**config.mk**
```make
export PLATFORM = sky130hd
export DESIGN_NAME = elastic_pipe2
export DESIGN_NICKNAME = d
export VERILOG_FILES = /design/src/rtl/elastic_pipe2.sv
export SDC_FILE = /design/constraint.sdc
export NUM_CORES = 1
export LEC_CHECK = 0
export BUFFER_PORTS_ARGS = -buffer_cell sky130_fd_sc_hd__buf_2
export CAP_MARGIN = 20
export CORE_MARGIN = 4
export CORE_UTILIZATION = 40
export DETAILED_ROUTE_END_ITERATION = 16
export PLACE_DENSITY = 0.63
export SLEW_MARGIN = 0
export SYNTH_ARGS = -nofsm -noshare
export SYNTH_HDL_FRONTEND = slang
export SYNTH_SLANG_ARGS = --single-unit
```
**constraint.sdc**
```tcl
create_clock -name clk -period 3.3 [get_ports clk]
set_input_delay 0.165 -clock clk [delete_from_list [all_inputs] [get_ports clk]]
set_output_delay 0.165 -clock clk [all_outputs]
set_load 0.05 [all_outputs]
```
**src/rtl/elastic_pipe2.sv**
```systemverilog
// elastic_pipe2: two-entry elastic buffer (skid pipe) between a valid/ready
// producer and consumer. slot0 is the head and drives out_data directly;
// slot1 catches the word that arrives while the head is stalled. in_ready
// depends only on stored state and rst_n, so no ready path runs through.
module elastic_pipe2 #(
  parameter int WIDTH = 64
) (
  input  logic             clk,
  input  logic             rst_n,
  input  logic             in_valid,
  output logic             in_ready,
  input  logic [WIDTH-1:0] in_data,
  output logic             out_valid,
  input  logic             out_ready,
  output logic [WIDTH-1:0] out_data,
  output logic [1:0]       count
);

  localparam logic [WIDTH-1:0] RESET_WORD = WIDTH'(1'b1);
  localparam logic [1:0]       CNT_EMPTY  = 2'd0;
  localparam logic [1:0]       CNT_ONE    = 2'd1;
  localparam logic [1:0]       CNT_FULL   = 2'd2;

  logic [WIDTH-1:0] slot0_r;
  logic [WIDTH-1:0] slot1_r;
  logic [1:0]       count_r;
  logic             out_valid_r;

  logic [WIDTH-1:0] slot0_next_s;
  logic [WIDTH-1:0] slot1_next_s;
  logic [1:0]       count_next_s;
  logic             push_s;
  logic             pop_s;

  // Ready is decoded from the stored count only, gated low while in reset.
  assign in_ready  = (count_r != CNT_FULL) && rst_n;
  assign out_valid = out_valid_r;
  assign out_data  = slot0_r;
  assign count     = count_r;

  assign push_s = in_valid && in_ready;
  assign pop_s  = out_valid_r && out_ready;

  // Next-state decode for the two slots and the occupancy count.
  always_comb begin
    slot0_next_s = slot0_r;
    slot1_next_s = slot1_r;
    count_next_s = count_r;
    case ({push_s, pop_s})
      2'b10: begin
        if (count_r == CNT_EMPTY) begin
          slot0_next_s = in_data;
          count_next_s = CNT_ONE;
        end else if (count_r == CNT_ONE) begin
          slot1_next_s = in_data;
          count_next_s = CNT_FULL;
        end else begin
          count_next_s = count_r;
        end
      end
      2'b01: begin
        if (count_r == CNT_FULL) begin
          slot0_next_s = slot1_r;
          count_next_s = CNT_ONE;
        end else if (count_r == CNT_ONE) begin
          // Head keeps its stale word; only the count drops.
          count_next_s = CNT_EMPTY;
        end else begin
          count_next_s = count_r;
        end
      end
      2'b11: begin
        // Simultaneous push and pop is only reachable with one word held:
        // the departing head is replaced by the incoming word.
        if (count_r == CNT_ONE) begin
          slot0_next_s = in_data;
          count_next_s = CNT_ONE;
        end else begin
          count_next_s = count_r;
        end
      end
      default: begin
        count_next_s = count_r;
      end
    endcase
  end

  // State registers with synchronous active-low reset.
  always_ff @(posedge clk) begin
    if (!rst_n) begin
      slot0_r     <= RESET_WORD;
      slot1_r     <= RESET_WORD;
      count_r     <= CNT_EMPTY;
      out_valid_r <= 1'b0;
    end else begin
      slot0_r     <= slot0_next_s;
      slot1_r     <= slot1_next_s;
      count_r     <= count_next_s;
      out_valid_r <= (count_next_s != CNT_EMPTY);
    end
  end

endmodule

```
==> metrics.txt <==
Seq pwr share=36.2%; Synth Area in Adders=~1.2%; # fillers=1365; share of total power in the clock network=just over 40%; CTS resizes=0; port bufs=~140; YS warnings=0; WP data required=about 3.6 ns; Slew headroom=48.0%; Site Rows=45; origin of the critical flop-to-flop path=count[0]; DRT iter0 DRCs=253; Synthesized Nets=690; post-synthesis mux area share=10.2%; cell count after synthesis=616; Least-Margin Pin Slew=roughly 0.78 ns; R2R Path End=out_data[46]; Initial Utilization=40.8%; WL met1=7780 µm; Async S/R FF share, synth=0%; Final Max Tran Viols=0; layout cells sized above 1=approximately a third; WL met2=7810 µm; remaining antenna violation count=0; Post-Synth XOR/XNOR Area=0%; final hold violation count=0; Root Buffer Master=clkbuf_16; critical path peak fanout=64; Primary FF master, synth=dfxtp_1; maximum VDD drop=~0.45 mV; Max-cap violations=0; Worst-path clk slew=0.06 ns; Crit. End Element=register; switch share=30.7%; Worst-Skew Late Latency=0.42 ns; min cycle time layout=2.46 ns; CP max stage delay=around 0.65 ns; largest family of logic cells by synthesized area=compound AO/OA/AOI/OAI gates; Die Y-Extent=133 µm; detailed placer's ending HPWL=10200 µm; Routed wire per std cell=roughly 17 µm; Netlist cell types=36; Leakage=3.38 nW; R2R setup slack=0.84 ns; RSZ-0062 raised after global routing=false; CP Cell Sequence=inv_1 -> ha_1 -> nand2b_1 -> o21ai_4 -> buf_4 -> a211oi_1 -> a211oi_2; Post-Synth Simple-Gate Area=10.3%; slowest CP cell=buf_4; maximum clock frequency=407 MHz; hold slack=about 0.014 ns; GRT overflow=0; initial antenna violation count=0; Via density=5.40; pwr/cell area=between 600 and 700 nW/µm²; CTS H-Tree Depth=4; vias in the first global route=between 5000 and 6000; HP Start=in_data[55]; drt drc=0; status=complete, no violations; internal power=3.37 mW; Hold-fix buffers, CTS=56; Core Box Area=approximately 15000 µm²; GRT Overall Usage=19.5%; Setup TNS=0 ns; Final period util=74.5%; # Post-CTS Setup Buffers=0; Die Wd=133 µm; Worst Hold Class=input port to register; switching pwr=1.49 mW; pin count of the biggest net entering global routing=78; full die area=17600 µm²; worst-case reg-to-reg path depth=7; DR top layer=met4; Worst EP arrival=between 2 and 3 ns; total CTS buffers=17; DRT Pass-1 Iters=4; diodes inserted=0; clk buf depth=2; via count of the routed design=5270; Post-Syn Area=6200 µm²; TritonCTS clock tree=done; syn avg cell area=10.1 µm²; Nets=849; Logic pwr share=22.6%; Post-synth EDFFs=0; launch point of the worst path=count[0]; clk sink count=131; type of origin of the critical path=register; synthesis-to-layout area growth=28.1%; final setup fails=0; Compound-Gate Fraction of Synth Area=27.8%; routability cong.=0.766; # IOs=136; CP Class=register to register; post-synthesis sequential area ratio=42.3%; clk_skew=~0.0063 ns; Yosys reg bits=131; global-route wire length before repair=27800 µm; routed wl met3=893 µm; WL final=16800 µm; crit path to=out_data[46]
[layout by cell type, fill, tap and decap left out, drive strengths merged]
master       count
nor3             2
o211ai           1
a2111o           1
inv              3
a211oi         127
nand3            3
and3             2
nor2b            1
buf            146
ha               6
nor4             1
clkinvlp         1
clkbuf          23
dlygate4sd3     57
dfxtp          131
nand2          133
o21ai            1
nand3b           1
nand2b           1
a41oi            1
clkinv           4
o32ai            1
a21o             2
and2             4
mux2i           63
nor2             2
bufinv           4
a21oi           63
and3b            1
a2111oi          1
o211a            1
[power groups by stage]
stage | Sequential [mW] | Clock (mW) | Combinational [mW]
after global routing | 1.77 | 2.11 | 1.17
after CTS | 1.76 | 2.04 | 1.10
final | 1.76 | 2.00 | 1.10
after floorplan | 2.08 | 0 | 0.558
after detailed placement | 1.79 | 0 | 1.05
after global placement | 1.79 | 0 | 1.02
[worst max-delay path: cells and delay by family, from the launching register on]
kind	cells	cell delay [ns]
flops	1	0.47
simple gates	1	0.20
fa+ha+maj	1	0.29
compound gates	3	0.63
buf+inv	2	0.77
[worst min path at each step]
| stage | end | depth (start not counted) | slack (ns) |
|---|---|---|---|
| after floorplan | slot1_r[0] | 2 | 0.29 |
| after global placement | slot1_r[0] | 3 | 0.41 |
| after detailed placement | slot1_r[0] | 3 | 0.42 |
| after CTS | slot1_r[11] | 3 | 0.0004 |
| after global routing | slot1_r[55] | 3 | 0.006 |
| final | slot1_r[55] | 3 | 0.01 |
[area by class of cell]
cell class              count  area [µm²]  share of cell area [%]
well taps                 188         235                    2.96
clock buffers              23         478                    6.02
multi-input cells         419        3090                    38.9
inverters                   3        16.3                   0.205
clock inverters             9         151                    1.91
repair buffers            203        1350                    17.0
flip-flops and latches    131        2620                    33.0
[stage by stage]
step	total power, mW	utilization [%]	std cells	instance area (µm²)	worst slack [ns]
finish	4.86	52.3	976	7950	0.842
global route	5.06	52.3	976	7950	0.725
CTS	4.90	52.2	975	7940	0.875
global placement	2.81	44.4	887	6750	1.04
floorplan	2.63	-	616	6200	1.10
detailed placement	2.84	44.4	887	6750	0.912
[synth_stat cells (2+ instances only)]
library cell  instances  area (µm²)
a211oi_2             60         751
nand2_1             132         495
buf_12                6         120
buf_4                 9        67.6
and2_1                4        25.0
clkbuf_1             18        67.6
buf_6                13         146
a211oi_1             67         503
buf_2                16        80.1
ha_1                  6        75.1
mux2i_1              63         631
nand3_1               2        10.0
nor3_1                2        10.0
a21oi_1              42         210
dfxtp_1             131        2620
a21o_1                2        15.0
inv_1                 3        11.3
a21oi_2              21         184
nor2_1                2        7.51
[registers in the layout, summed over array words and instances (netlist names)]
name	cells
count	2
out_valid	1
slot1_r	64
out_data	64
[per-layer routing]
| layer | GRT usage [%] | up-vias |
|---|---|---|
| li1 | - | 2545 |
| met1 | 25.0 | 2535 |
| met2 | 31.3 | 162 |
| met3 | 5.97 | 28 |
| met4 | 6.81 | 0 |
| met5 | 0 | - |
[logic make-up after synthesis]
group	Yosys count
AND/OR/NAND/NOR	151
buffers and inverters	66
adder cells (fa/ha/maj)	6
flip-flops	131
AO/OA/AOI/OAI	199
multiplexers	63
Power figures use the tool's default switching activity.
